<file path="src/rtl/mul_issue_unit_pkg.sv">
// Shared types and constants for the RV32M multiply issue unit.
package mul_issue_unit_pkg;

    localparam int RES_W = 32;

    typedef enum logic [1:0] {
        IDLE  = 2'd0,
        START = 2'd1,
        WAIT  = 2'd2,
        RESP  = 2'd3
    } state_t;

    localparam logic [2:0] F3_MUL    = 3'b000;
    localparam logic [2:0] F3_MULH   = 3'b001;
    localparam logic [2:0] F3_MULHSU = 3'b010;
    localparam logic [2:0] F3_MULHU  = 3'b011;

endpackage

</file>
<file path="src/rtl/mul_decode.sv">
// Maps RV32M funct3 to multiplier operand signedness and high-word select.
// Combinational, no state, no backpressure; any funct3 with bit 2 set is flagged as an error.
module mul_decode
    import mul_issue_unit_pkg::*;
(
    input  logic [2:0] funct3,
    output logic       signed_a,
    output logic       signed_b,
    output logic       upper,
    output logic       err
);

    always_comb begin
        signed_a = 1'b0;
        signed_b = 1'b0;
        upper    = 1'b0;
        err      = 1'b0;
        case (funct3)
            F3_MUL:    ;
            F3_MULH:   begin signed_a = 1'b1; signed_b = 1'b1; upper = 1'b1; end
            F3_MULHSU: begin signed_a = 1'b1; upper = 1'b1; end
            F3_MULHU:  upper = 1'b1;
            default:   err = 1'b1;
        endcase
    end

endmodule

</file>
<file path="src/rtl/mul_issue_unit.sv">
// Issues RV32M multiplies to an external multiplier, with a one-entry result cache.
// Latency: cache hit or DIV/REM error 1 cycle after accept; miss responds the cycle after mult_done_i.
// Backpressure: one request in flight; req_ready_o only in IDLE, response held until rsp_ready_i.
module mul_issue_unit
    import mul_issue_unit_pkg::*;
(
    input  logic             clk_i,
    input  logic             rst_i,
    input  logic             req_valid_i,
    output logic             req_ready_o,
    input  logic [2:0]       funct3_i,
    input  logic [RES_W-1:0] rs1_i,
    input  logic [RES_W-1:0] rs2_i,
    input  logic [4:0]       rd_i,
    output logic             rsp_valid_o,
    input  logic             rsp_ready_i,
    output logic [RES_W-1:0] rsp_data_o,
    output logic [4:0]       rsp_rd_o,
    output logic             rsp_err_o,
    output logic             mult_en_o,
    output logic [RES_W-1:0] op_A_o,
    output logic [RES_W-1:0] op_B_o,
    output logic             signed_A_o,
    output logic             signed_B_o,
    output logic             upper_o,
    input  logic             mult_done_i,
    input  logic [RES_W-1:0] mult_result_i
);

    state_t           state;
    logic [2:0]       f3_q;
    logic             dec_sa, dec_sb, dec_up, dec_err;
    logic [RES_W-1:0] c_a, c_b, c_result;
    logic [2:0]       c_f3;
    logic             c_valid;
    logic             hit;

    mul_decode u_decode (
        .funct3   (funct3_i),
        .signed_a (dec_sa),
        .signed_b (dec_sb),
        .upper    (dec_up),
        .err      (dec_err)
    );

    assign req_ready_o = (state == IDLE);
    assign hit = c_valid && (c_a == rs1_i) && (c_b == rs2_i) && (c_f3 == funct3_i);

    always_ff @(posedge clk_i) begin
        if (rst_i) begin
            state       <= IDLE;
            f3_q        <= 3'd0;
            op_A_o      <= '0;
            op_B_o      <= '0;
            signed_A_o  <= 1'b0;
            signed_B_o  <= 1'b0;
            upper_o     <= 1'b0;
            mult_en_o   <= 1'b0;
            rsp_valid_o <= 1'b0;
            rsp_data_o  <= '0;
            rsp_rd_o    <= 5'd0;
            rsp_err_o   <= 1'b0;
            c_valid     <= 1'b0;
            c_a         <= '0;
            c_b         <= '0;
            c_f3        <= 3'd0;
            c_result    <= '0;
        end else begin
            mult_en_o <= 1'b0;
            case (state)
                IDLE: begin
                    if (req_valid_i) begin
                        op_A_o     <= rs1_i;
                        op_B_o     <= rs2_i;
                        f3_q       <= funct3_i;
                        rsp_rd_o   <= rd_i;
                        signed_A_o <= dec_sa;
                        signed_B_o <= dec_sb;
                        upper_o    <= dec_up;
                        if (dec_err) begin
                            rsp_valid_o <= 1'b1;
                            rsp_err_o   <= 1'b1;
                            rsp_data_o  <= '0;
                            state       <= RESP;
                        end else if (hit) begin
                            rsp_valid_o <= 1'b1;
                            rsp_err_o   <= 1'b0;
                            rsp_data_o  <= c_result;
                            state       <= RESP;
                        end else begin
                            mult_en_o <= 1'b1;
                            state     <= START;
                        end
                    end
                end
                START: state <= WAIT;
                WAIT: begin
                    // Only a done seen here belongs to our operation; strays elsewhere are dropped.
                    if (mult_done_i) begin
                        rsp_valid_o <= 1'b1;
                        rsp_err_o   <= 1'b0;
                        rsp_data_o  <= mult_result_i;
                        c_valid     <= 1'b1;
                        c_a         <= op_A_o;
                        c_b         <= op_B_o;
                        c_f3        <= f3_q;
                        c_result    <= mult_result_i;
                        state       <= RESP;
                    end
                end
                RESP: begin
                    if (rsp_ready_i) begin
                        rsp_valid_o <= 1'b0;
                        state       <= IDLE;
                    end
                end
                default: state <= IDLE;
            endcase
        end
    end

endmodule

</file>
<file path="config.mk">
export PLATFORM = sky130hd
export DESIGN_NAME = mul_issue_unit
export DESIGN_NICKNAME = d
export VERILOG_FILES = /design/src/rtl/mul_issue_unit_pkg.sv /design/src/rtl/mul_decode.sv /design/src/rtl/mul_issue_unit.sv
export SDC_FILE = /design/constraint.sdc
export NUM_CORES = 1
export LEC_CHECK = 0
export BUFFER_PORTS_ARGS = -buffer_cell sky130_fd_sc_hd__clkbuf_2
export CAP_MARGIN = 10
export CORE_MARGIN = 2
export CORE_UTILIZATION = 48
export CTS_CLUSTER_DIAMETER = 60
export DETAILED_ROUTE_END_ITERATION = 8
export PLACE_DENSITY = 0.81
export SKIP_LAST_GASP = 1
export SYNTH_ARGS = -nofsm -noshare
export SYNTH_HDL_FRONTEND = slang
export SYNTH_SLANG_ARGS = --single-unit
</file>
<file path="constraint.sdc">
create_clock -name clk_i -period 2 [get_ports clk_i]
set_input_delay 0.4 -clock clk_i [delete_from_list [all_inputs] [get_ports clk_i]]
set_output_delay 0.4 -clock clk_i [all_outputs]
set_load 0.05 [all_outputs]
</file>
==> flow_metrics.env <==
export IMPL_hold_path_class="input pin to flip-flop"
export IMPL_slew_viol_final=0
export IMPL_synth_most_common_cell="nand2_1"
export IMPL_setup_viol=33
export IMPL_slew_headroom_pct=48.0
export IMPL_htreeDepth=1
export IMPL_drc=0
export IMPL_async_reset_ff_share_pct=0
export IMPL_yosysWarnings=0
export IMPL_intPower_mw=9.07
export IMPL_path_class="flip-flop to flip-flop"
export IMPL_vias=8695
export IMPL_drive_gt1_share_pct=24.6
export IMPL_cts_sinks=212
export IMPL_grt_setup_unrepaired="yes"
export IMPL_grt_first_pass_wirelength_um=41800
export IMPL_syn_area_um2=8930
export IMPL_crit_fanout=11
export IMPL_grt_overflow=0
export IMPL_grt_pass1_vias=8065
export IMPL_cp_start_kind="flip-flop"
export IMPL_initial_core_util_pct=49.4
export IMPL_p_sw_mw=6.55
export IMPL_fp_dieW_um=140
export IMPL_cap_viol_max_count=0
export IMPL_yosysTopAreaCell="dfxtp_1"
export IMPL_grt_use_total_pct=25.9
export IMPL_crit_required_ns=2.35
export IMPL_cts_tree="built"
export IMPL_fin_skew_ns=0.00857
export IMPL_fin_setup_tns_ns=-1.72
export IMPL_power_leakage_nw=4.43
export IMPL_seq_power_share_pct=34.8
export IMPL_stdcell_area_um2=11300
export IMPL_cts_buffers=23
export IMPL_dp_hpwl_um=17700
export IMPL_finalNetCount=1460
export IMPL_synth_seq_cells=212
export IMPL_drt_pass1_iterations=7
export IMPL_wire_per_inst_um=16.8
export IMPL_post_route_period_util_pct=103
export IMPL_tightestPinTransition_ns=0.780
export IMPL_syn_nets=1258
export IMPL_synth_main_ff_cell="dfxtp_1"
export IMPL_ys_top_cells_by_area="dfxtp_1, nand2_1, a21oi_1"
export IMPL_cts_root_buf="clkbuf_16"
export IMPL_dpl_instance_area_um2=10400
export IMPL_portBuffers=216
export IMPL_drt_iter0_markers=631
export IMPL_p_sw_share_pct=41.9
export IMPL_period_minus_slack_ns=2.07
export IMPL_power_density_nw_per_um2=1380
export IMPL_end_kind="flip-flop"
export IMPL_io_pins=217
export IMPL_syn_to_final_growth_pct=26.5
export IMPL_core_rowCount=49
export IMPL_routed_wl_um=26700
export IMPL_chipHeight_um=140
export IMPL_hold_worst_slack_ns=0.102
export IMPL_worstSkewPairLatency_ns=0.51
export IMPL_ys_types=40
export IMPL_routed_via_density=5.47
export IMPL_ys_seq_area_share_pct=47.5
export IMPL_fillCellCount=1523
export IMPL_synth_edff_count=0
export IMPL_synth_top_area_share_pct=47.5
export IMPL_timing_final_ws_setup_ns=-0.0684
export IMPL_finalHoldViolations=0
export IMPL_syn_area_per_cell_um2=7.80
export IMPL_grt_max_degree=94
export IMPL_status="complete, but fails checks"
export IMPL_syn_instance_count=1145
export IMPL_power_frac_clock_pct=26.9
export IMPL_gp_congestion=0.924
export IMPL_violations="setup timing"
export IMPL_clk_pin_slew_ns=0.06
export IMPL_drtAntennaViolNets=0
export IMPL_combPwrFrac_pct=38.3
export IMPL_cp_arrival_ns=2.42
export IMPL_cts_buffer_depth=3
export IMPL_die_area_um2=19700
export IMPL_ir_worst_vdd_mv=0.933
export IMPL_fp_coreArea_um2=18100
export IMPL_max_freq_mhz=483
export IMPL_antenna_found_initial=1
export IMPL_dp_slack_ns=-0.305
export IMPL_synth_common_cells="nand2_1, dfxtp_1, a21oi_1, clkbuf_1, inv_1"
-- per-layer routing --
metal  vias up  GRT usage (%)  routed length (µm)
met2       381           40.2               12200
met1      4034           34.4               11000
li1       4199              -                   -
met3        81           6.60                2330
met5         -              0                   0
met4         0           11.0                1160
-- path summary, 6_finish.rpt --
check | startpoint | slack (ns) | endpoint | cells past startpoint
max reg2reg | c_a[26] | -0.07 | rsp_data_o[8] | 9
min reg2reg | rsp_data_o[5] | 0.45 | rsp_data_o[5] | 2
min | rd_i[4] | 0.10 | rsp_rd_o[4] | 3
max | c_a[26] | -0.07 | rsp_data_o[8] | 9
-- power by group through the flow --
stage,sequential [mW],clock (mW),combinational [mW]
after floorplan,7.46,0,2.30
after global placement,5.49,0,5.78
after detailed placement,5.52,0,5.87
after CTS,5.44,4.24,5.97
after global routing,5.51,4.41,6.39
final,5.44,4.21,5.98
-- state kept, by name, indices dropped and copies added, names as in the netlist, 2 cells and up --
| name | count |
|---|---|
| c_b | 32 |
| f3_q | 3 |
| c_a | 32 |
| op_B_o | 32 |
| c_f3 | 3 |
| op_A_o | 32 |
| rsp_rd_o | 5 |
| state | 2 |
| rsp_data_o | 32 |
| c_result | 32 |
-- per-stage QoR --
step | utilization (%) | total power [mW] | instances
after floorplan | - | 9.76 | 1145
after global placement | 57.7 | 11.3 | 1547
after detailed placement | 57.7 | 11.4 | 1547
after CTS | 62.4 | 15.6 | 1591
after global routing | 62.5 | 16.3 | 1591
final | 62.5 | 15.6 | 1591
-- logic make-up after synthesis --
family	after synthesis	share of synthesized area, %
fa+ha+maj	4	0.560
xor+xnor	45	4.41
flops	212	47.5
simple gates	451	21.1
mux	1	0.126
buf+inv	133	6.09
compound gates	299	20.2
-- cell usage in the layout (no fill, tap or decap), types with 4 or more instances in the layout --
cell type	netlist	layout
a32oi_2	10	11
xnor2_2	0	6
nand4_1	11	11
clkbuf_8	0	4
xnor2_1	45	39
clkbuf_1	78	5
inv_1	48	48
o21ai_0	35	35
dfxtp_1	212	209
nor2b_1	19	19
buf_12	0	11
nor2_1	43	43
buf_4	0	31
clkbuf_16	0	23
o2111ai_1	4	4
a32oi_1	22	21
nand2_1	348	346
clkbuf_2	0	215
clkinv_2	0	4
a21oi_1	210	210
nand2b_1	10	10
-- worst max-delay path, cell delays in order, from the launching register on --
cell	delay (ns)
dfxtp_2	0.33
xnor2_2	0.13
buf_4	0.14
nand4_1	0.15
nor4_2	0.34
buf_4	0.19
nand3_4	0.07
o21ai_4	0.23
buf_6	0.21
a32oi_1	0.11
-- layout make-up --
class / count / area, µm² / area share (%)
multi-input combinational: 800 / 4260 / 37.7
sequential: 212 / 4250 / 37.6
timing repair buffer: 261 / 1580 / 14.0
clock buffer: 32 / 649 / 5.75
tap: 229 / 287 / 2.54
inverter: 49 / 184 / 1.63
clock inverter: 7 / 87.6 / 0.775
antenna: 1 / 2.50 / 0.0222
-- what timing repair did --
action / CTS / global route
hold buffers: 0 / 0
buffers inserted: 4 / 1
endpoints found under the setup margin: 33 / 35
pin swaps: 6 / 4
gates resized for setup: 14 / 9
cloned: 1 / 0
No activity file was read; power rests on OpenSTA's default activity.
